==> config.mk <==
export PLATFORM = sky130hd
export DESIGN_NAME = nor_test_sequencer
export DESIGN_NICKNAME = d
export VERILOG_FILES = /design/src/rtl/nor_test_sequencer.sv
export SDC_FILE = /design/constraint.sdc
export NUM_CORES = 1
export LEC_CHECK = 0
export BUFFER_PORTS_ARGS = -buffer_cell sky130_fd_sc_hd__buf_2
export CORE_MARGIN = 3
export CORE_UTILIZATION = 51
export CTS_CLUSTER_SIZE = 28
export DETAILED_ROUTE_END_ITERATION = 7
export PLACE_DENSITY = 0.75
export SYNTH_ARGS = -nofsm -noshare
export SYNTH_HDL_FRONTEND = slang
export SYNTH_SLANG_ARGS = --single-unit
==> constraint.sdc <==
create_clock -name clk -period 1.7 [get_ports clk]
set_input_delay 0.085 -clock clk [delete_from_list [all_inputs] [get_ports clk]]
set_output_delay 0.085 -clock clk [all_outputs]
set_load 0.05 [all_outputs]
==> src/rtl/nor_test_sequencer.sv <==
// Sequences the four input vectors into a 2-input NOR gate, waits a settle time per
// vector, checks the gate output and reports error count, first failing vector and verdict.
module nor_test_sequencer #(
    parameter int unsigned SETTLE = 2,
    parameter int unsigned LOOPS  = 1
) (
    input  logic       clk,
    input  logic       rst,
    input  logic       start,
    input  logic       vout,
    output logic       vin1,
    output logic       vin2,
    output logic       busy,
    output logic       done,
    output logic       pass,
    output logic [7:0] err_count,
    output logic [1:0] first_fail
);

    localparam int unsigned CNT_W = 4;
    localparam int unsigned ERR_W = 8;
    localparam int unsigned IDX_W = 2;

    localparam logic [1:0] ST_IDLE   = 2'd0;
    localparam logic [1:0] ST_SETTLE = 2'd1;
    localparam logic [1:0] ST_CHECK  = 2'd2;
    localparam logic [1:0] ST_DONE   = 2'd3;

    logic [1:0]       state_q, state_d;
    logic [IDX_W-1:0] idx_q, idx_d;
    logic [CNT_W-1:0] loop_q, loop_d;
    logic [CNT_W-1:0] cnt_q, cnt_d;
    logic [ERR_W-1:0] err_q, err_d;
    logic [IDX_W-1:0] ff_q, ff_d;
    logic             pass_q, pass_d;
    logic             done_q, done_d;
    logic             busy_q, busy_d;
    logic             mismatch_c;

    // Gate output differs from the NOR of the vector currently driven.
    assign mismatch_c = (vout != ~(idx_q[0] | idx_q[1]));

    always_comb begin
        state_d = state_q;
        idx_d   = idx_q;
        loop_d  = loop_q;
        cnt_d   = cnt_q;
        err_d   = err_q;
        ff_d    = ff_q;
        pass_d  = pass_q;

        case (state_q)
            ST_IDLE: begin
                if (start) begin
                    idx_d   = '0;
                    loop_d  = '0;
                    cnt_d   = '0;
                    err_d   = '0;
                    ff_d    = '0;
                    pass_d  = 1'b0;
                    state_d = ST_SETTLE;
                end
            end
            ST_SETTLE: begin
                if (cnt_q == CNT_W'(SETTLE - 1)) begin
                    state_d = ST_CHECK;
                end else begin
                    cnt_d = cnt_q + CNT_W'(1);
                end
            end
            ST_CHECK: begin
                cnt_d = '0;
                if (mismatch_c) begin
                    if (err_q != {ERR_W{1'b1}}) begin
                        err_d = err_q + ERR_W'(1);
                    end
                    if (err_q == '0) begin
                        ff_d = idx_q;
                    end
                end
                if (idx_q != {IDX_W{1'b1}}) begin
                    idx_d   = idx_q + IDX_W'(1);
                    state_d = ST_SETTLE;
                end else if (loop_q != CNT_W'(LOOPS - 1)) begin
                    idx_d   = '0;
                    loop_d  = loop_q + CNT_W'(1);
                    state_d = ST_SETTLE;
                end else begin
                    // Verdict includes a mismatch found in this final check.
                    pass_d  = (err_d == '0);
                    state_d = ST_DONE;
                end
            end
            default: begin
                state_d = ST_IDLE;
            end
        endcase

        busy_d = (state_d != ST_IDLE);
        done_d = (state_d == ST_DONE);
    end

    always_ff @(posedge clk) begin
        if (rst) begin
            state_q <= ST_IDLE;
            idx_q   <= '0;
            loop_q  <= '0;
            cnt_q   <= '0;
            err_q   <= '0;
            ff_q    <= '0;
            pass_q  <= 1'b0;
            done_q  <= 1'b0;
            busy_q  <= 1'b0;
        end else begin
            state_q <= state_d;
            idx_q   <= idx_d;
            loop_q  <= loop_d;
            cnt_q   <= cnt_d;
            err_q   <= err_d;
            ff_q    <= ff_d;
            pass_q  <= pass_d;
            done_q  <= done_d;
            busy_q  <= busy_d;
        end
    end

    // The vector index only moves on SETTLE entry edges, so vin follows it directly.
    assign vin1       = idx_q[0];
    assign vin2       = idx_q[1];
    assign busy       = busy_q;
    assign done       = done_q;
    assign pass       = pass_q;
    assign err_count  = err_q;
    assign first_fail = ff_q;

endmodule

* Word-level counts from Yosys, hierarchy flattened
Index checks and enable logic that the tools add are counted.
** Word-level totals
- Bits in latches :: 0
- Bits in read-only memories :: 0
- Bits in registers :: 25
- Memories :: 0
- Word-level logic and storage cells :: 70
- Memory bits (writable) :: 0
** Cells by class
- $mul :: 0
- Shift-type cells :: 0
- Magnitude comparators :: 0
- Divide/modulo/power cells :: 0
- Bitwise logic cells :: 2
- Add/subtract/negate cells :: 4
- Equal/unequal tests :: 15
- Reduce and logical (&&, ||, !) cells :: 13
- Mux-type cells :: 27
** Operators with widths (count)
- $mux 8 :: 4
- $mux 2 :: 9
- $logic_not 8->1 :: 2
- $mux 4 :: 4
- $ne 2x2->1 const B :: 8
- $pmux 8 s2 :: 1
- $pmux 4 s3 :: 1
- $reduce_and 4->1 :: 3
- $add 4x1->4 const B :: 2
- $add 8x1->8 const B :: 1
- $ne 8x8->1 const B :: 1
- $pmux 2 s2 :: 2
- $pmux 4 s2 :: 1
- $pmux 2 s3 :: 1
- $reduce_and 3->1 :: 2
- $eq 2x2->1 const B :: 2
- $eq 4x1->1 const B :: 1
- $reduce_bool 2->1 :: 2
- $reduce_bool 4->1 :: 1
- $mux 1 :: 3
- $ne 3x3->1 const B :: 1
- $reduce_bool 3->1 :: 1
- $add 2x1->2 const B :: 1
- $eq 2x1->1 const B :: 1
- other kinds (6) :: 6

* Logic depth before layout (Yosys ltp)
Gate-level depths: netlist of run 1.
- Depth after elaboration :: 9
- Gate-level depth with buffers :: 7
- Mapped depth without buffers :: 7

* Worst setup path after synthesis of run 1
Ideal clock, no wire load.
- Kind :: flip-flop to flip-flop
- Start point :: register idx_q[0]
- End point :: register pass_q (netlist: pass)
- Period minus slack after synthesis :: 2.056 ns
- Cell stages (with the launch flop) :: 8
- Data required time :: 1.631 ns
- Slack :: -0.356 ns
- Data arrival time :: 1.987 ns
- Setup time :: 0.069 ns
- Cells stage by stage :: dfxtp_1 > inv_1 > ha_1 > xnor2_2 > nor3_1 > mux2i_1 > o2111ai_1 > o21ai_1
** Between the ends
- Word-level cells in the longest chain between the ends :: 9
** Ends and longest elaborated chain
- start, declared :: line 30 : logic [IDX_W-1:0] idx_q, idx_d;
- start signal, assigned :: line 116 : idx_q <= idx_d;
- $or 1x1->1 :: line 41 : assign mismatch_c = (vout != ~(idx_q[0] | idx_q[1]));
- $not 1->1 :: line 41
- $ne 1x1->1 :: line 41
- $mux 8 :: line 73 : if (mismatch_c) begin
- $mux 8 :: line 52 : case (state_q)
- $logic_not 8->1 :: line 90 : pass_d = (err_d == '0);
- $mux 1 :: line 84 : end else if (loop_q != CNT_W'(LOOPS - 1)) begin
- $mux 1 :: line 81 : if (idx_q != {IDX_W{1'b1}}) begin
- $pmux 1 s2 :: line 52
- end signal, assigned :: line 121 : pass_q <= pass_d;
- end, declared :: line 35 : logic pass_q, pass_d;
Several ways; a longest one is shown, not always the timed one. The select of a mux whose other input is x is not followed.
A chain may end at the register's enable or synchronous reset.

* Worst setup path in the final report of run 1
- Start point :: register idx_q[0]
- End point :: register ff_q[0] (netlist: first_fail[0])
** Between the ends
- Word-level cells in the longest chain between the ends :: 5
** Ends and longest elaborated chain
- $or 1x1->1 :: line 41
- $not 1->1 :: line 41
- $ne 1x1->1 :: line 41
- $ne 2x2->1 (no line)
- $reduce_and 4->1 (no line)
- end signal, assigned :: line 110 : ff_q <= '0;
- end signal, assigned :: line 120 : ff_q <= ff_d;
- end, declared :: line 34 : logic [IDX_W-1:0] ff_q, ff_d;
Several ways; a longest one is shown, not always the timed one. The select of a mux whose other input is x is not followed.

==> run metrics, run 1 <==
Final #Nets 213; clk_lat worst skew around 0.32 ns; Setup Crit Path Kind flip-flop to flip-flop; Critical Path Sink Type flip-flop; final max-slew violation count 0; Synth async-reset ratio 0%; TritonCTS buffer count 3; CTS sink cnt 25; Rel. slew slack a little under two thirds; period utilization 101%; violated checks setup timing; Min-Delay Path Class input port to flip-flop; WL final about 3400 um; largest net degree at the start of global routing 27; ys flop type dfxtp_1; Max Cap Violations 0; Chip Width 58.5 um; Final Hold Vio Count 0; core area around 0.0025 sq mm; first drt pass iteration count 4; Port Buffers 18; unrepaired setup endpoints after global routing yes; Mapped Cells ~170; die area approximately 0.0034 sq mm; Worst-Margin Slew approximately 0.55 ns; Clock Skews 0.00480 ns; Vias 1364; Mean Syn Cell Area just over 8 sq um; vias in the first global route 1267; final setup fails 1; cell area after layout 0.00175 sq mm; fmax about 580 MHz; CTS tree yes; Final HPWL DP roughly 2500 um; IO Pins 19; warnings from Yosys 0; synthesized cell area 0.00141 sq mm; Seq cells post-synth 25; status finished with violations; P&R area growth vs syn 24.0%; root buffer cell clkbuf_4; Cell Rows 18; Pleak roughly 0.00068 uW; pwr dens approximately 580 mW/mm^2; GRT Overall Usage 20.5%; effective utilization at floorplan roughly 55%; clock-pin slew on the worst setup and hold paths about 0.15 ns; Place WS -0.0614 ns; CTS max path bufs 2; # DRC 0; H-tree depth 1; largest fanout on the critical path 5; Final ANT Viol Nets 0; unique cell type count in the Yosys netlist 44; initial antenna violation count 0; number of flops mapped to enable cells by yosys 0; required time worst endpoint a little under 2 ns; gpl congestion 0.910; wire per inst 14.6 um; Final min period 1.71 ns; global-route wire length before repair ~5500 um; diode count 0; crit path launch type flip-flop; DR vias/cell approximately 5.9; Hold Buf Count CTS 0; syn nets approximately 180; register area share after synthesis 35.6%; die height ~60 um; First DRT Iteration DRCs 50; Max VDD drop a little under 0.0005 V; Placed Instance Area about 0.0016 sq mm; grt total ovfl 0; Arr. time, crit path about 2 ns; flop2flop setup slack -0.01 ns; Final WS setup -0.0119 ns; share of layout cells above drive strength 1 between 30% and 40%
cells in the mapped netlist, types with 4 or more instances:
library cell,number,share of area [%]
or3_1,4,1.8
nand3_1,4,1.4
nand2_1,11,2.9
inv_1,10,2.7
ha_1,8,7.1
nand4_1,4,1.8
a21oi_1,15,5.3
xor2_1,6,3.7
nor3_1,15,5.3
dfxtp_1,25,36
nor2_1,21,5.6
o21ai_0,4,1.4
registers in the layout, indices dropped and copies added, names as in the netlist:
| register | flops |
|---|---|
| cnt_q | 4 |
| pass | 1 |
| first_fail | 2 |
| idx_q | 2 |
| done | 1 |
| err_count | 8 |
| loop_q | 4 |
| busy | 1 |
| state_q | 2 |
layer usage:
metal / wire length (um) / GRT usage [%]
met2: 1720 / 37.6
met5: 0 / 0
met1: 1350 / 24.1
met3: 198 / 3.07
met4: 91 / 6.95
cells in the final DEF (no fill, tap or decap), types with 5 or more instances in the layout:
cell type  instances
nor2_1            21
buf_2             18
a21oi_1           15
dfxtp_1           15
nor3_1            14
buf_4             14
nand2_1           11
inv_1              8
ha_1               7
xor2_1             5
dfxtp_4            5
dfxtp_2            5
stage by stage:
step | total power (uW) | hold slack, ns | util, % | TNS (ns) | cells
floorplan | 689 | 0.382 | - | 0 | 172
global placement | 725 | 0.439 | 63.8 | 0 | 223
detailed placement | 729 | 0.453 | 63.8 | -0.0648 | 223
CTS | 1010 | 0.188 | 65.5 | -0.000976 | 227
global route | 1060 | 0.209 | 68.6 | -0.319 | 230
finish | 1010 | 0.186 | 68.6 | -0.0119 | 230
power by group:
group,total [uW],internal (uW),switching [uW]
registers,598,587,10.8
logic,130,49.9,80.0
clock network,281,91.7,189
total,1010,728,280
final cells by class:
cell class | instances | area (sq um)
Multi-Input combinational cell | 129 | 916
Fill cell | 209 | 800
Sequential cell | 25 | 526
Timing Repair Buffer | 32 | 195
Inverter | 10 | 42.5
Tap cell | 30 | 37.5
Clock buffer | 3 | 22.5
Clock inverter | 1 | 6.26
critical path: stages, from the launching register on:
cell and delay, ns:
dfxtp_4 0.40, inv_4 0.04, ha_4 0.18, xnor2_4 0.18, nor4_4 0.23, a31oi_2 0.14, or3_1 0.36, a21oi_1 0.12
cells by family (layout without fill, tap and decap cells):
group	after synthesis	in the layout	share of synthesized area (%)
compound gates	36	36	16.0
fa+ha+maj	8	8	7.11
xor+xnor	8	8	5.51
buf+inv	18	46	5.33
simple gates	75	75	29.1
mux	2	2	1.42
flops	25	25	35.6
repair_timing:
| action | in CTS | in global routing |
|---|---|---|
| cloned | 0 | 0 |
| buffers inserted | 0 | 3 |
| endpoints found under the setup margin | 4 | 11 |
| pin swaps | 0 | 8 |
| resized for setup | 2 | 14 |
final timing paths:
kind,start,to,cells past startpoint
setup / recovery,idx_q[0],first_fail[0],7
hold / removal,rst,cnt_q[1],2
setup reg to reg,idx_q[0],first_fail[0],7
hold reg to reg,first_fail[0],first_fail[0],2
(Power assumes the default switching activity.)
==> run 2, diff against run 1 <==
Settings changed: CORE_UTILIZATION 51 to 40, PLACE_DENSITY 0.75 to not set.
==> run 2 against run 1 <==
  * The run now ends clean
  * Total power decreased by 0.23%
  * Worst setup slack improved by 0.074 ns
  * Die area increased by 25%
  * Cell count increased by 8.3%
  * Highest routed layer unchanged
  * Sequential share of layout area decreased by 1.2 points
  * Register-to-register slack improved by 0.07 ns
  * Critical path depth decreased by 1
  * First-iteration DRC count increased by 36%
  * Utilization decreased by 12 points
  * Wire length increased by 0.95%
  * Hold slack improved by 0.0056 ns
  * Via count decreased by 4.0%
  * Critical endpoint is now pass
==> run metrics, run 2 (synthesized netlist as in run 1, its figures left out) <==
status finished, final reports clean; final core occ 56.9% (-12 points); CTS sink cnt 25 (unchanged); unrepaired setup endpoints after global routing yes; CTS max path bufs 2 (unchanged); Hold Buf Count CTS 0 (unchanged); root buffer cell clkbuf_4; Final min period 1.64 ns (-0.0743 ns); Clock Skews 0.00945 ns (+0.00465 ns); Worst-Margin Slew 0.492 ns (-0.0553 ns); core area 0.00320 sq mm (+26%); global-route wire length before repair 5780 um (+4.9%); diode count 0 (unchanged); Critical Path Sink Type flip-flop; final max-slew violation count 0 (unchanged); H-tree depth 1 (unchanged); CTS tree yes; First DRT Iteration DRCs 68 (+36%); Setup Crit Path Kind flip-flop to flip-flop; Final Hold Vio Count 0 (unchanged); clk_lat worst skew 0.32 ns (about the same); Max VDD drop 0.000380 V (-23%); Max Cap Violations 0 (unchanged); P&R area growth vs syn 29.4%; Final #Nets 218 (+2.3%); gpl congestion 0.838 (-7.9%); final setup fails 0 (-1); initial antenna violation count 0 (unchanged); required time worst endpoint 1.92 ns (-0.04 ns); largest net degree at the start of global routing 27 (unchanged); # DRC 0 (unchanged); Arr. time, crit path 1.85 ns (-0.12 ns); Chip Width 65.3 um (+12%); largest fanout on the critical path 4 (-1); GRT Overall Usage 17.2% (-3.4 points); first drt pass iteration count 4 (unchanged); max reg flops 8 (unchanged); commonest cells after routing, fill and taps aside nor2_1 (21), buf_4 (19), buf_2 (18); Final ANT Viol Nets 0 (unchanged); effective utilization at floorplan 43.9% (-11 points); wire per inst 13.6 um (-6.7%); die height 65.3 um (+12%); crit path launch type flip-flop; Port Buffers 18 (unchanged); fillers 329 (+57%); DR vias/cell 5.26 (-11%); die area 0.00427 sq mm (+25%); pwr dens 552 mW/mm^2 (-4.4%); TritonCTS buffer count 3 (unchanged); most common cell after layout, fill and taps aside nor2_1; vias in the first global route 1321 (+4.3%); Final HPWL DP 2480 um (+0.58%); IO Pins 19 (unchanged); flop2flop setup slack 0.06 ns (+0.07 ns); period utilization 96.3% (-4.4 points); fmax 611 MHz (+4.5%); Setup TNS Final 0 ns (+0.0119 ns); WL final 3390 um (+0.95%); final hold slack 0.192 ns (+0.00561 ns); grt total ovfl 0 (unchanged); share of layout cells above drive strength 1 36.6% (+3.1 points); Cell Rows 20 (+2); clock-pin slew on the worst setup and hold paths 0.15 ns (about the same); Rel. slew slack 67.2% (+3.8 points); Min-Delay Path Class input port to flip-flop; Pleak 0.000711 uW (+5.3%); Overall Power 1010 uW (-0.23%); Vias 1309 (-4.0%)
-- run 2: changes by cell type in the layout (fill, tap and decap cells not counted), sizes merged --
cell and change:
buf +5
-- run 2: layout make-up --
class	count	area (sq um)	share of cell area (%)
well taps	44	55.1	3.02
flip-flops and latches	25	527	28.9
repair buffers	37	233	12.8
inverters	10	42.5	2.34
clock buffers	3	22.5	1.24
multi-input cells	129	936	51.4
clock inverters	1	6.26	0.343
-- run 2: report_power, final --
group / leakage [uW] / internal, uW / switching [uW]
Combinational: 0.000483 / 51.3 / 81.5
Sequential: 0.000209 / 587 / 9.69
Clock: 0.0000183 / 91.6 / 185
-- run 2: critical path, cell delays in order, from the launching register on --
cell and delay (ns):
dfxtp_4 0.39, ha_4 0.15, nand2_1 0.08, or3_4 0.39, and4_2 0.22, o22ai_1 0.19, o21ai_1 0.10
-- run 2: final timing paths --
check / startpoint / endpoint / cells after the start
min reg2reg: first_fail[0] / first_fail[0] / 2
max reg2reg: err_count[0] / pass / 6
max: err_count[0] / pass / 6
min: rst / err_count[1] / 2
-- run 2: what timing repair did --
| action | in CTS | in global routing |
|---|---|---|
| setup buffers | 2 | 3 |
| cloned | 0 | 0 |
| resized for setup | 4 | 17 |
| endpoints found under the setup margin | 7 | 16 |
| pin swaps | 2 | 3 |
-- run 2: layer usage --
layer	vias up	global-route usage (%)	part of all wire [%]
met5	-	0	0
met4	0	5.44	0.62
met3	2	2.91	2.3
met2	12	31.6	53
met1	617	20.0	44
li1	678	-	-
-- run 2: metrics by stage --
stage                     worst slack (ns)  instances  instance area [sq um]
after floorplan                    0.00580        172                   1450
after global placement             -0.0622        240                   1660
after detailed placement            -0.108        240                   1660
after CTS                          -0.0272        246                   1730
after global routing               -0.0375        249                   1820
final                               0.0624        249                   1820
